<file path="config.mk">
export PLATFORM = sky130hd
export DESIGN_NAME = multicycle_control
export DESIGN_NICKNAME = d
export VERILOG_FILES = /design/src/rtl/multicycle_control.sv
export SDC_FILE = /design/constraint.sdc
export NUM_CORES = 1
export LEC_CHECK = 0
export BUFFER_PORTS_ARGS = -buffer_cell sky130_fd_sc_hd__buf_2
export CELL_PAD_IN_SITES_DETAIL_PLACEMENT = 0
export CELL_PAD_IN_SITES_GLOBAL_PLACEMENT = 1
export CORE_MARGIN = 3
export CORE_UTILIZATION = 37
export DETAILED_ROUTE_END_ITERATION = 8
export PLACE_DENSITY = 0.76
export SETUP_SLACK_MARGIN = 0.15
export SLEW_MARGIN = 20
export SYNTH_ARGS = -nofsm -noshare
export SYNTH_HDL_FRONTEND = slang
export SYNTH_SLANG_ARGS = --single-unit
</file>
<file path="constraint.sdc">
create_clock -name clk -period 2.05 [get_ports clk]
set_input_delay 0.205 -clock clk [delete_from_list [all_inputs] [get_ports clk]]
set_output_delay 0.205 -clock clk [all_outputs]
set_load 0.1 [all_outputs]
</file>
<file path="src/rtl/multicycle_control.sv">
// multicycle_control: multi-cycle MIPS main controller.
// Sequences a shared-memory datapath over FETCH..WB states.
module multicycle_control #(
  parameter int RETIRE_CNT_W = 32
) (
  input  logic                    clk,
  input  logic                    rst_n,
  input  logic [5:0]              Opcode,
  input  logic                    mem_ready,
  output logic                    PCWrite,
  output logic                    PCWriteCond,
  output logic                    IorD,
  output logic                    MemRead,
  output logic                    MemWrite,
  output logic                    IRWrite,
  output logic                    MemtoReg,
  output logic                    RegDst,
  output logic                    RegWrite,
  output logic                    ALUSrcA,
  output logic [1:0]              ALUSrcB,
  output logic [2:0]              ALUOp,
  output logic [1:0]              PCSrc,
  output logic                    illegal_op,
  output logic                    retire,
  output logic [RETIRE_CNT_W-1:0] instr_count,
  output logic [3:0]              state
);

  localparam logic [3:0] S_FETCH  = 4'd0;
  localparam logic [3:0] S_DECODE = 4'd1;
  localparam logic [3:0] S_MEMADR = 4'd2;
  localparam logic [3:0] S_MEMRD  = 4'd3;
  localparam logic [3:0] S_MEMWB  = 4'd4;
  localparam logic [3:0] S_MEMWR  = 4'd5;
  localparam logic [3:0] S_RTYPE  = 4'd6;
  localparam logic [3:0] S_ALUWB  = 4'd7;
  localparam logic [3:0] S_BRANCH = 4'd8;
  localparam logic [3:0] S_IMMEX  = 4'd9;
  localparam logic [3:0] S_IMMWB  = 4'd10;

  localparam logic [5:0] OP_R    = 6'b000000;
  localparam logic [5:0] OP_ADDI = 6'b001000;
  localparam logic [5:0] OP_ANDI = 6'b001100;
  localparam logic [5:0] OP_LW   = 6'b100011;
  localparam logic [5:0] OP_SW   = 6'b101011;
  localparam logic [5:0] OP_BEQ  = 6'b000100;

  logic       is_r;
  logic       is_imm;
  logic       is_mem;
  logic       is_beq;
  logic       is_lw;
  logic       is_andi;
  logic [3:0] nxt;

  assign is_r    = (Opcode == OP_R);
  assign is_andi = (Opcode == OP_ANDI);
  assign is_imm  = (Opcode == OP_ADDI) | is_andi;
  assign is_lw   = (Opcode == OP_LW);
  assign is_mem  = is_lw | (Opcode == OP_SW);
  assign is_beq  = (Opcode == OP_BEQ);

  always_comb begin
    nxt = S_FETCH;
    case (state)
      S_FETCH:  nxt = mem_ready ? S_DECODE : S_FETCH;
      S_DECODE: begin
        unique case (1'b1)
          is_r:    nxt = S_RTYPE;
          is_imm:  nxt = S_IMMEX;
          is_mem:  nxt = S_MEMADR;
          is_beq:  nxt = S_BRANCH;
          default: nxt = S_FETCH;
        endcase
      end
      S_MEMADR: nxt = is_lw ? S_MEMRD : S_MEMWR;
      S_MEMRD:  nxt = mem_ready ? S_MEMWB : S_MEMRD;
      S_MEMWR:  nxt = mem_ready ? S_FETCH : S_MEMWR;
      S_RTYPE:  nxt = S_ALUWB;
      S_IMMEX:  nxt = S_IMMWB;
      default:  nxt = S_FETCH;
    endcase
  end

  // Everything stays 0 while reset is low, even mid-instruction.
  always_comb begin
    PCWrite     = 1'b0;
    PCWriteCond = 1'b0;
    IorD        = 1'b0;
    MemRead     = 1'b0;
    MemWrite    = 1'b0;
    IRWrite     = 1'b0;
    MemtoReg    = 1'b0;
    RegDst      = 1'b0;
    RegWrite    = 1'b0;
    ALUSrcA     = 1'b0;
    ALUSrcB     = 2'b00;
    ALUOp       = 3'b000;
    PCSrc       = 2'b00;
    illegal_op  = 1'b0;
    retire      = 1'b0;
    if (rst_n) begin
      case (state)
        S_FETCH: begin
          MemRead = 1'b1;
          ALUSrcB = 2'b01;
          IRWrite = mem_ready;
          PCWrite = mem_ready;
        end
        S_DECODE: begin
          ALUSrcB    = 2'b11;
          illegal_op = ~(is_r | is_imm | is_mem | is_beq);
        end
        S_MEMADR: begin
          ALUSrcA = 1'b1;
          ALUSrcB = 2'b10;
        end
        S_MEMRD: begin
          MemRead = 1'b1;
          IorD    = 1'b1;
        end
        S_MEMWB: begin
          MemtoReg = 1'b1;
          RegWrite = 1'b1;
          retire   = 1'b1;
        end
        S_MEMWR: begin
          MemWrite = 1'b1;
          IorD     = 1'b1;
          retire   = mem_ready;
        end
        S_RTYPE: begin
          ALUSrcA = 1'b1;
          ALUOp   = 3'b010;
        end
        S_ALUWB: begin
          RegDst   = 1'b1;
          RegWrite = 1'b1;
          retire   = 1'b1;
        end
        S_BRANCH: begin
          ALUSrcA     = 1'b1;
          ALUOp       = 3'b001;
          PCWriteCond = 1'b1;
          PCSrc       = 2'b01;
          retire      = 1'b1;
        end
        S_IMMEX: begin
          ALUSrcA = 1'b1;
          ALUSrcB = 2'b10;
          ALUOp   = is_andi ? 3'b100 : 3'b011;
        end
        S_IMMWB: begin
          RegWrite = 1'b1;
          retire   = 1'b1;
        end
        default: ;
      endcase
    end
  end

  always_ff @(posedge clk) begin
    if (!rst_n) begin
      state       <= S_FETCH;
      instr_count <= '0;
    end else begin
      state <= nxt;
      if (retire)
        instr_count <= instr_count + RETIRE_CNT_W'(1);
    end
  end

endmodule

</file>
==> results of run 1 <==
-- registers in the layout (all words and copies together), names as in the netlist --
| name | cells |
|---|---|
| state | 4 |
| instr_count | 32 |
-- per-layer routing --
metal,vias up,GRT usage [%],part of all wire (%)
met4,0,8.78,1.9
li1,1082,-,-
met5,-,0,0
met1,991,26.0,45
met3,14,3.44,4.5
met2,58,31.8,49
-- Yosys cell counts, types with 2 or more instances --
library cell	instances
sky130_fd_sc_hd__o31ai_1	2
sky130_fd_sc_hd__or4_1	3
sky130_fd_sc_hd__nand2_1	13
sky130_fd_sc_hd__nor2_1	42
sky130_fd_sc_hd__a41oi_1	2
sky130_fd_sc_hd__buf_2	4
sky130_fd_sc_hd__nor4_1	9
sky130_fd_sc_hd__or3_1	5
sky130_fd_sc_hd__nand2b_1	6
sky130_fd_sc_hd__mux2i_1	2
sky130_fd_sc_hd__xnor2_1	23
sky130_fd_sc_hd__nor3b_1	4
sky130_fd_sc_hd__nand4_1	5
sky130_fd_sc_hd__buf_4	3
sky130_fd_sc_hd__nand3_1	14
sky130_fd_sc_hd__dfxtp_1	36
sky130_fd_sc_hd__a21oi_1	12
sky130_fd_sc_hd__a31oi_1	3
sky130_fd_sc_hd__o21ai_0	8
sky130_fd_sc_hd__clkbuf_1	9
sky130_fd_sc_hd__or2_2	3
sky130_fd_sc_hd__nor3_1	11
sky130_fd_sc_hd__nor2b_1	2
sky130_fd_sc_hd__and2_1	2
sky130_fd_sc_hd__nor4b_2	2
sky130_fd_sc_hd__and4_1	4
sky130_fd_sc_hd__inv_1	5
sky130_fd_sc_hd__nor4b_1	3
-- final timing paths --
kind / from / end / slack, ns / depth (start not counted)
min reg2reg: instr_count[30]$_SDFFE_PN0P_ / instr_count[30]$_SDFFE_PN0P_ / 0.50 / 2
max: state[3]$_SDFF_PN0_ / MemRead / 0.07 / 5
min: rst_n / instr_count[27]$_SDFFE_PN0P_ / 0.26 / 3
max reg2reg: state[1]$_SDFF_PN0_ / instr_count[31]$_SDFFE_PN0P_ / 0.17 / 5
-- through the flow --
stage	TNS, ns	cells	power (mW)	instance area (sq um)	util [%]
3_5_place_dp	0	386	0.891	3170	59.8
5_1_grt	0	409	1.50	3440	64.9
6_report	0	409	1.43	3440	64.9
4_1_cts	0	406	1.45	3380	63.8
2_1_floorplan	-1.79	259	0.838	2620	-
3_3_place_gp	0	386	0.889	3170	59.8
-- final cells by class --
class	instances	area [sq um]	share of cell area, %
Timing Repair Buffer	90	803	23.4
Clock inverter	1	6.26	0.182
Clock buffer	7	86.3	2.51
Tap cell	70	87.6	2.55
Sequential cell	36	823	23.9
Inverter	6	23.8	0.691
Multi-Input combinational cell	199	1610	46.8
-- power groups by stage --
stage,Sequential [mW],Combinational (mW),Clock (mW)
global route,0.672,0.228,0.600
floorplan,0.702,0.135,0
CTS,0.672,0.213,0.562
detailed placement,0.691,0.200,0
finish,0.672,0.216,0.543
global placement,0.691,0.198,0
-- cells in the final DEF, fill, tap and decap left out, types with 3 or more instances in the layout --
master	n
sky130_fd_sc_hd__nand3_1	14
sky130_fd_sc_hd__xnor2_1	23
sky130_fd_sc_hd__dfxtp_1	4
sky130_fd_sc_hd__nand2_1	11
sky130_fd_sc_hd__nor4b_4	3
sky130_fd_sc_hd__dfxtp_2	7
sky130_fd_sc_hd__nand4_1	5
sky130_fd_sc_hd__nor4_4	6
sky130_fd_sc_hd__nor3_2	4
sky130_fd_sc_hd__and4_1	4
sky130_fd_sc_hd__nor2_1	36
sky130_fd_sc_hd__buf_2	45
sky130_fd_sc_hd__inv_1	4
sky130_fd_sc_hd__o21ai_0	8
sky130_fd_sc_hd__nor3_4	3
sky130_fd_sc_hd__nor3b_1	3
sky130_fd_sc_hd__a31oi_1	3
sky130_fd_sc_hd__buf_12	18
sky130_fd_sc_hd__dfxtp_4	25
sky130_fd_sc_hd__nor4_2	4
sky130_fd_sc_hd__or3_1	4
sky130_fd_sc_hd__clkbuf_8	6
sky130_fd_sc_hd__nor3_1	4
sky130_fd_sc_hd__nor2_4	6
sky130_fd_sc_hd__buf_4	24
sky130_fd_sc_hd__or2_2	3
sky130_fd_sc_hd__nand2b_1	5
sky130_fd_sc_hd__a21oi_1	10
-- critical path: cells and delay by family (launching register included) --
family	cells	cell delay, ns
AND/OR/NAND/NOR	2	0.65
buffers and inverters	3	0.46
flip-flops	1	0.37
-- repair_timing --
action / 4_1_cts / 5_1_grt
setup buffers: 12 / 3
pin swaps: 3 / 7
setup endpoints to repair: 13 / 11
resized for setup: 8 / 9
endpoints found under the hold margin: 0 / 0
-- kinds of logic (layout without fill, tap and decap cells) --
| family | Yosys count | in the layout | synth area share, % |
|---|---|---|---|
| AOI/OAI and AO/OA | 33 | 33 | 9.73 |
| xor gates and xnor gates | 24 | 24 | 10.0 |
| adders and majority gates | 1 | 1 | 0.597 |
| buffers and inverters | 24 | 104 | 5.61 |
| DFF | 36 | 36 | 34.4 |
| muxes | 3 | 3 | 1.49 |
| other | 1 | 1 | 0.179 |
| and+or+nand+nor | 137 | 137 | 38.0 |
==> run summary, run 1 <==
The first global-routing pass estimated 10200 um of wire. The arrival time at the worst endpoint was 1.77 ns; the row count was 26. The maximum net fanout on the critical path came out at 4. The worst path in the final design needs a cycle of 1.98 ns, including I/O delays and setup. Synthesis produced 259 cells. Setup violations remaining at the end of the flow were counted as 0. Across all layers, the routed design uses 2145 vias. The port buffer count is 62, and the aggregate global-route resource usage is 19.9%. Wires add up to 5980 um.

The path class of the tightest hold or removal check is primary input to register. The clock drives 36 sinks. The congestion estimate from routability-driven global placement came to 0.841. In this run the clock root is driven by a sky130_fd_sc_hd__clkbuf_8. The internal power contribution is 1.01 mW, and the number of maximum-capacitance violations is 0.

The average vias per placed instance came out at 5.24. The repair_antennas step left the layout with diodes totalling 0. Across all hold checks on the routed design, the worst slack comes to 0.256 ns. Fraction of the yosys area taken by sequential cells: 34.4%. Summed over all cells, the static leakage comes to 1.34 nW. Counting flops and latches in the post-synthesis netlist gives 36.

The share of total power dissipated in combinational logic is 15.1%. The final cycle utilization of the critical path works out to 96.4%. Entering global routing, the biggest net connects 31 pins. The post-synthesis to final-layout area growth was 64.1%; the count of boundary I/O pins was 64. The count of pins over their slew limit is 0, and the die area is 6600 sq um. The delay of the slowest cell on the worst path is 0.41 ns, and the placement-stage worst setup slack is 0.124 ns. The die outline height was 81.3 um; the proportion of register bits with asynchronous set or reset after synthesis was 0%.

Endpoint kind of the worst setup timing path: a primary output. Cells with a size suffix above 1 make up 53.7% of the layout. Yosys mapped the design onto 50 distinct sky130hd cell types.

After clock tree synthesis, the flow added hold-fix buffers numbering 0. On the final layout, the worst clock skew is 0.00642 ns. The hold violation count in the final report is 0, and the first-pass iteration count of the detailed router is 4. Clock-pin slew was measured on the worst setup and hold paths at 0.08 ns. Clock tree buffer depth: 2. The share of the synthesized area in the top cell type came out at 34.4%.

The layout net count was 348. The worst-case IR drop observed on VDD is 0.000301 V. The clock network is responsible for 38.0% of the overall power. The cell taking the most area after synthesis was sky130_fd_sc_hd__dfxtp_1.

Net switching is 29.4% of the power. Endpoint required time on the critical path: 1.85 ns. The flip-flop cell with the highest count after synthesis is sky130_fd_sc_hd__dfxtp_1.

The number of enable-type register cells in the synthesized netlist came out at 0. The analysis attributes to net switching a power of 420 uW. After detailed routing, the number of remaining DRC violations is 0. The maximum achievable frequency was 506 MHz. The number of global-route vias before repair is 2068, and the global route total overflow is 0. The logs give 466 for the number of filler cells placed in the layout and 39.5% for the initial cell density of the core. The die width works out to 81.3 um. TritonCTS built the clock tree. Setup repair after global routing could not meet its margin everywhere. After synthesis, the mean cell area works out to 8.09 sq um. Synthesis produced a netlist with a net count of 269. The power per standard cell area works out to 416 nW/um^2. Once detail routing completed, the nets flagged for antenna violations numbered 0. Ranked by total cell area, the synthesized netlist is headed by sky130_fd_sc_hd__dfxtp_1 (34%), sky130_fd_sc_hd__xnor2_1 (9.6%), sky130_fd_sc_hd__nor2_1 (7.5%).

The first routing iteration left 79 violations. The worst setup path is launched from a register. The number of H-tree levels is 2. Once detailed placement completed, the half-perimeter wirelength came to 4370 um.

For the number of warnings printed during yosys synthesis, the log shows 0. For the initial antenna violation count, the log shows 0. The kind of critical path is register to primary output. The run gives 5300 sq um as the placeable core region. Per report_power, the sequential group accounts for 46.9% of the total. Setup slack on the critical path of the routed design comes to 0.0738 ns.

The library cell contributing the largest single delay on the critical path is sky130_fd_sc_hd__or3_4. The average wire per standard cell came out at 14.6 um. TritonCTS created 5 clock buffers.

The signal on the critical path passes through buf_8 -> or3_4 -> buf_6 -> nor3b_4 -> buf_12. In this run the cell area of the synthesized design comes to 2100 sq um. The flow ran to the end, and the final reports show no timing, DRC or antenna violations. The latest clock arrival within the worst-skew pair came out at 0.29 ns.
(Power assumes the default switching activity.)
==> inputs of run 2 (changes only) <==
CORE_UTILIZATION = 33   (was 37)
PLACE_DENSITY = 0.71   (was 0.76)
clock period = 1.75 ns   (was 2.05 ns; I/O delays follow)
==> run 2 against run 1 <==
  * The run now ends with setup timing left
  * Via count rose by 8.4%
  * Largest cell class unchanged
  * Non-clock buffer count rose by 33
  * Critical path type unchanged
  * Largest power group unchanged
  * Critical path depth did not move
  * Critical endpoint is now IRWrite
==> run summary, run 2 (same netlist as run 1, synthesis figures left out) <==
The run gives 0 (unchanged) as the total inserted antenna cells. Largest registers in the final layout: instr_count x32, state x4 (unchanged). The via count is 2325 (was 2145), and the number of instances in the placed design is 408 (was 386).

The placement-stage worst setup slack is -0.0346 ns (was 0.124 ns), and the total of endpoints with negative setup slack in the final report is 18 (was 0). The run gives 6820 um (was 5980 um) as the post-detailed-routing wire length. The proportion of layout cells with a drive suffix above 1 came out at 66.4% (was 53.7%). The tools report the aggregate global-route resource usage as 19.5% (was 19.9%). The startpoint type of the worst setup path is a register (unchanged). Setup repair after global routing could not meet its margin everywhere. Chain of cells forming the critical path: buf_6 -> or3_4 -> nor4b_4 -> buf_4 -> buf_12 (was buf_8 -> or3_4 -> buf_6 -> nor3b_4 -> buf_12). The tools report the root buffer cell as sky130_fd_sc_hd__clkbuf_8 (unchanged). The quantity of hold-fixing buffers added after cts is 0 (unchanged), and the post-placement cell area is 3460 sq um (was 3170 sq um). TritonCTS built the clock tree. The latest clock arrival within the worst-skew pair is 0.29 ns (about the same), and the count of pins over their slew limit is 0 (unchanged).

The number of clock sinks seen by CTS was 36 (unchanged). The logs give 7340 sq um (was 6600 sq um) for the die area and 381 (was 348) for the layout net count. Subtracting the final worst setup slack from the clock period gives 1.89 ns. The post-route setup TNS was -1.09 ns (was 0 ns). The final weighted congestion in routability-driven placement was 0.835 (was 0.841).

The power per standard cell area was 395 nW/um^2 (was 416 nW/um^2); the row count was 28 (was 26). The run gives 1.71 ns (was 1.77 ns) as the arrival time at the worst endpoint. The smallest hold slack came out at 0.360 ns (was 0.256 ns). Highest-count cells in the layout ignoring fill and taps: sky130_fd_sc_hd__buf_2 (42), sky130_fd_sc_hd__buf_4 (39), sky130_fd_sc_hd__nor2_1 (32) (was sky130_fd_sc_hd__buf_2 (45), sky130_fd_sc_hd__nor2_1 (36), sky130_fd_sc_hd__dfxtp_4 (25)). The tools report the placeable core region as 6030 sq um (was 5300 sq um).

The flow ran to the end, but the final reports show violations. Delay of the slowest cell on the worst path: 0.36 ns (was 0.41 ns). The port buffer count works out to 62 (unchanged).

The clock tree buffer depth came out at 2 (unchanged). The sum of buffers and inverters on the critical path was 3 (unchanged); the average vias per placed instance was 5.20 (was 5.24). The most common cell after layout, fill and taps aside is sky130_fd_sc_hd__buf_2 (unchanged).

The count of boundary I/O pins is 64 (unchanged). The kind of critical path is register to primary output (unchanged). The number of global-route vias before repair came out at 2349 (was 2068). The run gives 69.6% (was 64.9%) as the utilization after layout. The logs give 0 (unchanged) for the number of maximum-capacitance violations and 0 (unchanged) for the initial antenna violation count. The global-route wire length before repair is 11700 um (was 10200 um). The leakage power summed over all cells was 1.84 nW (was 1.34 nW); the post-synthesis to final-layout area growth was 100% (was 64.1%). The gate family responsible for the most delay along the worst path was simple AND/OR/NAND/NOR gates (unchanged).

The run gives 0.000323 V (was 0.000301 V) as the worst supply voltage drop on vdd. The final non-filler cell total was 447 (was 409). The run gives 4200 sq um (was 3440 sq um) as the post-route cell area.

The flip-flop count of the largest register, all copies and words added works out to 32 (unchanged). For the number of remaining DRC errors, the log shows 0 (unchanged). The die width was 85.7 um (was 81.3 um). The number of nets still failing antenna checks after routing was 0 (unchanged); the global route total overflow was 0 (unchanged). Number of buffers added by the clock tree synthesis step: 5 (unchanged).

The clock transition time at the flip-flop clock pins of the worst setup and hold paths is 0.08 ns (about the same). The final cycle utilization of the critical path works out to 108%. The worst setup slack after layout came out at -0.138 ns (was 0.0738 ns). The checks that failed: setup timing. The path category of the worst min-delay check is primary input to register (unchanged).

The iteration-0 DRC count of the detailed router was 55 (was 79). The pin count of the biggest net entering global routing was 30 (was 31); the average wire per standard cell was 15.3 um (was 14.6 um). Derived from the worst setup path, the maximum achievable clock frequency is 530 MHz. The most flop-heavy register was instr_count (unchanged).

The tools report the post-DP HPWL as 4480 um (was 4370 um). The run gives 2 (unchanged) as the number of H-tree levels. The die outline height is 85.7 um (was 81.3 um), and the post-route clock skew is 0.00661 ns (was 0.00642 ns). The maximum net fanout on the critical path was 3 (was 4). The tools report the hold violation count in the final report as 0 (unchanged). The first-pass iteration count of the detailed router is 4 (unchanged), and the power consumption is 1.66 mW (was 1.43 mW).

The number of filler cells placed in the layout was 442 (was 466). The initial cell density of the core was 34.8% (was 39.5%). Library cell contributing the largest single delay on the critical path: sky130_fd_sc_hd__dfxtp_4 (was sky130_fd_sc_hd__or3_4). Endpoint kind of the worst setup timing path: a primary output (unchanged).

The endpoint required time on the critical path came out at 1.57 ns (was 1.85 ns).
==> run 2: per-layer routing <==
metal | vias up | track usage [%] | part of all wire [%]
met5 | - | 0 | 0
met4 | 0 | 5.47 | 1.1
met3 | 6 | 3.94 | 4.6
met2 | 64 | 31.9 | 50
met1 | 1111 | 26.0 | 44
li1 | 1144 | - | -
==> run 2: worst register-to-register path, cell delays in order (launching register included) <==
cell and delay, ns:
sky130_fd_sc_hd__dfxtp_4 0.36, sky130_fd_sc_hd__nor2b_4 0.13, sky130_fd_sc_hd__o32a_4 0.43, sky130_fd_sc_hd__nand4bb_4 0.25
sky130_fd_sc_hd__or4_4 0.50, sky130_fd_sc_hd__a21oi_2 0.13
==> run 2: repair_timing <==
item / in CTS / in global routing
gates resized for setup: 49 / 34
buffers inserted: 24 / 5
pin swaps: 42 / 26
endpoints found under the hold margin: 0 / 0
cloned: 2 / 0
setup endpoints to repair: 39 / 51
==> run 2: worst paths after layout <==
path | start | end | slack, ns | depth (start not counted)
max | state[2]$_SDFF_PN0_ | IRWrite | -0.14 | 5
min | rst_n | instr_count[6]$_SDFFE_PN0P_ | 0.36 | 4
max reg2reg | state[1]$_SDFF_PN0_ | instr_count[31]$_SDFFE_PN0P_ | -0.12 | 5
min reg2reg | instr_count[30]$_SDFFE_PN0P_ | instr_count[30]$_SDFFE_PN0P_ | 0.50 | 2
==> run 2: power breakdown <==
group / switching [mW] / internal, mW / leakage [nW]
clock: 0.307 / 0.280 / 0.0422
combinational: 0.185 / 0.103 / 1.49
sequential: 0.00393 / 0.777 / 0.315
total: 0.497 / 1.16 / 1.84
==> run 2: cell type report <==
class                      count  area, sq um  share of cell area (%)
multi-input combinational    199         1940                    46.3
timing repair buffer         123         1220                    29.0
sequential                    36          833                    19.9
tap                           75         93.8                    2.24
clock buffer                   7         76.3                    1.82
inverter                       6         26.3                   0.626
clock inverter                 1         5.00                   0.119
==> inputs of run 3 (changes only) <==
PLACE_DENSITY = 0.74   (was 0.71)
SLEW_MARGIN = default   (was 20)
==> run 3 against run 2 <==
  * Clock power decreased by 4.4%
  * Final cell count increased by 0.45%
  * Combinational power increased by 2%
  * Clock skew increased by 0.00080 ns
  * The flow still finishes with violations (setup timing)
  * Setup slack improved by 0.019 ns
  * Clock-buffer cell count unchanged
  * Wire length decreased by 1.2%
  * Register-to-register slack about the same
  * Sequential share of layout area increased by 0.14 points
==> run summary, run 3 (same netlist as run 1, synthesis figures left out) <==
The run finished, with violations left. Violations in the final reports: setup timing (unchanged). The number of buffers added by the clock tree synthesis step is 5 (unchanged), and the die area is 7340 sq um (unchanged). Largest registers in the final layout: instr_count x32, state x4 (unchanged). Beginning of the worst hold path: rst_n (unchanged).

For the endpoint required time on the critical path, the log shows 1.57 ns (about the same). The number of remaining DRC errors was 0 (unchanged); the flip-flop count of the largest register, all copies and words added was 32 (unchanged). The logs give 36 (unchanged) for the number of clock sinks seen by CTS and 2294 (was 2325) for the via count.

Hold path endpoint: instr_count[27]$_SDFFE_PN0P_ (was instr_count[6]$_SDFFE_PN0P_). Proportion of layout cells with a drive suffix above 1: 65.2% (was 66.4%). The die width was 85.7 um (unchanged); the number of global-route vias before repair was 2372 (was 2349).

The fraction of power spent switching nets came out at 28.9% (was 30.0%). For the pin count of the biggest net entering global routing, the log shows 21 (was 30). Setup repair after global routing could not meet its margin everywhere. The highest layer used for signal routing was met4 (unchanged).

The clock tree buffer depth is 2 (unchanged), and the total area of multi-input combinational cells is 1910 sq um (was 1940 sq um). The arrival time at the worst endpoint was 1.69 ns (was 1.71 ns); the initial antenna violation count was 0 (unchanged). The quantity of hold-fixing buffers added after cts is 0 (unchanged). The latest clock arrival within the worst-skew pair came out at 0.29 ns (about the same). The shortest clock period the worst path allows after layout works out to 1.87 ns (was 1.89 ns).

The tools report the first-pass iteration count of the detailed router as 4 (unchanged). Chain of cells forming the critical path: buf_6 -> or3_4 -> nor4b_4 -> buf_4 -> buf_12 (unchanged). The tools report the worst setup slack after layout as -0.119 ns (was -0.138 ns). The count of boundary I/O pins was 64 (unchanged). The post-DP HPWL came out at 4590 um (was 4480 um). The die outline height came out at 85.7 um (unchanged). The tools report the count of pins over their slew limit as 0 (unchanged).

The total inserted antenna cells was 0 (unchanged); the maximum net fanout on the critical path was 3 (unchanged). The logs give 0.000361 V (was 0.000323 V) for the worst supply voltage drop on vdd and 0.257 ns (was 0.360 ns) for the smallest hold slack. Global-route wire length before repair: 11200 um (was 11700 um). Worst-case reg-to-reg path depth: 5 (unchanged). The path category of the worst min-delay check was primary input to register (unchanged). For the met2 wire length, the log shows 3390 um (about the same). The total routed wire length on the met1 layer is 2960 um (was 3030 um), and the sequential fraction of design power is 47.8% (was 47.2%).

The logs give 4170 sq um (was 4200 sq um) for the post-route cell area and 0 (unchanged) for the global route total overflow. The post-detailed-routing wire length is 6730 um (was 6820 um). The number of maximum-capacitance violations is 0 (unchanged), and the leakage power summed over all cells is 1.81 nW (was 1.84 nW).

The initial cell density of the core is 34.8% (unchanged). For the layout net count, the log shows 383 (was 381). The beginning of the critical path is state[2]$_SDFF_PN0_ (unchanged).

The tools report the iteration-0 DRC count of the detailed router as 103 (was 55). The final cycle utilization of the critical path works out to 107% (was 108%). For the power share of the combinational group, the log shows 17.9% (was 17.4%). The tools report the total of endpoints with negative setup slack in the final report as 11 (was 18). The post-synthesis to final-layout area growth was 98.7% (was 100%); the average wire per standard cell was 15.0 um (was 15.3 um). The most common cell after layout, fill and taps aside is sky130_fd_sc_hd__buf_2 (unchanged). The logs give 3470 sq um (was 3460 sq um) for the post-placement cell area and 1.16 mW (about the same) for the internal power contribution. The run gives 0 (unchanged) as the number of nets still failing antenna checks after routing. The post-route clock skew is 0.00742 ns (was 0.00661 ns). TritonCTS built the clock tree. The endpoint kind of the worst setup timing path is a primary output (unchanged). The number of H-tree levels was 2 (unchanged); the placeable core region was 6030 sq um (unchanged). The startpoint of the worst register-to-register path was state[3]$_SDFF_PN0_ (was state[1]$_SDFF_PN0_).

The sum of buffers and inverters on the critical path was 3 (unchanged); the aggregate global-route resource usage was 19.0% (was 19.5%). The endpoint of the worst-slack reg-to-reg timing path was instr_count[31]$_SDFFE_PN0P_ (unchanged). The power per standard cell area came out at 393 nW/um^2 (was 395 nW/um^2).

The average vias per placed instance was 5.11 (was 5.20). The startpoint type of the worst setup path was a register (unchanged). The gate family responsible for the most delay along the worst path was simple AND/OR/NAND/NOR gates (unchanged). The kind of critical path was register to primary output (unchanged).

For the row count, the log shows 28 (unchanged). Highest-count cells in the layout ignoring fill and taps: sky130_fd_sc_hd__buf_2 (43), sky130_fd_sc_hd__buf_4 (35), sky130_fd_sc_hd__nor2_1 (32) (was sky130_fd_sc_hd__buf_2 (42), sky130_fd_sc_hd__buf_4 (39), sky130_fd_sc_hd__nor2_1 (32)). The part of the total power dissipated in the clock network was 34.3% (was 35.4%). The maximum achievable frequency was 535 MHz (was 530 MHz).

The most flop-heavy register was instr_count (unchanged). The sum of met3 wire segment lengths after detailed routing was 301 um (was 315 um); the port buffer count was 62 (unchanged). The tools report the root buffer cell as sky130_fd_sc_hd__clkbuf_8 (unchanged).

Library cell contributing the largest single delay on the critical path: sky130_fd_sc_hd__dfxtp_4 (unchanged). The tools report the sequential cell area in the final layout as 833 sq um (unchanged). The delay of the slowest cell on the worst path was 0.36 ns (about the same); the final weighted congestion in routability-driven placement was 0.880 (was 0.835). The net load switching power was 474 uW (was 497 uW). The clock transition time at the flip-flop clock pins of the worst setup and hold paths works out to 0.07 ns (was 0.08 ns). The tools report the minimum setup slack among reg-to-reg paths as -0.12 ns (about the same). Hold violation count in the final report: 0 (unchanged). The number of instances on the worst hold path was 3 (was 4); the number of filler cells placed in the layout was 455 (was 442).
-- run 3: cell types whose count changed in the layout (fill, tap and decap cells not counted), sizes merged --
cell and change:
clkinv +1, clkinvlp -1, buf +3, clkbuf -1
-- run 3: final cells by class --
cell class              instances  share of cell area, %
clock buffers                   7                   1.83
clock inverters                 1                 0.0901
inverters                       6                  0.661
multi-input cells             199                   45.9
flip-flops and latches         36                   20.0
well taps                      75                   2.25
repair buffers                125                   29.3
-- run 3: what timing repair did --
item,in CTS,in global routing
pin swaps,47,33
endpoints found under the setup margin,36,50
resized for setup,63,24
setup buffers,28,2
-- run 3: worst reg2reg max path: stages (launching register included) --
cell                        delay [ns]
sky130_fd_sc_hd__dfxtp_4          0.36
sky130_fd_sc_hd__nand2b_4         0.15
sky130_fd_sc_hd__o32a_4           0.42
sky130_fd_sc_hd__nand4bb_4        0.25
sky130_fd_sc_hd__or4_4            0.51
sky130_fd_sc_hd__a21oi_2          0.12
-- run 3: power groups by stage --
| stage | logic (mW) | clock network [mW] | registers [mW] |
|---|---|---|---|
| final | 0.294 | 0.561 | 0.782 |
| after global routing | 0.306 | 0.615 | 0.782 |
| after CTS | 0.288 | 0.578 | 0.782 |
| after detailed placement | 0.252 | 0 | 0.800 |
| after global placement | 0.252 | 0 | 0.800 |
| after floorplan | 0.163 | 0 | 0.816 |
-- run 3: stage by stage --
step | power (mW) | TNS [ns] | std cells | worst slack [ns] | utilization [%]
after detailed placement | 1.05 | -0.0709 | 411 | -0.0709 | 57.6
after global placement | 1.05 | 0 | 411 | 0.00960 | 57.6
after floorplan | 0.979 | -7.76 | 259 | -0.886 | -
after CTS | 1.65 | -0.800 | 447 | -0.124 | 67.2
after global routing | 1.70 | -1.99 | 449 | -0.172 | 69.1
final | 1.64 | -0.828 | 449 | -0.119 | 69.1
-- run 3: worst max-delay path by stage --
stage          slack [ns]                           end  depth (start not counted)
3_3_place_gp         0.01  instr_count[31]$_SDFFE_PN0P_                          5
5_1_grt             -0.17                       IRWrite                          5
6_report            -0.12                       IRWrite                          5
2_1_floorplan       -0.89                       PCWrite                          4
3_5_place_dp        -0.07  instr_count[31]$_SDFFE_PN0P_                          5
4_1_cts             -0.12                       IRWrite                          5
-- run 3: layer usage --
| metal | GRT usage (%) | up-vias |
|---|---|---|
| met5 | 0 | - |
| met3 | 3.27 | 10 |
| met4 | 5.18 | 0 |
| met1 | 24.5 | 1075 |
| li1 | - | 1153 |
| met2 | 32.7 | 56 |
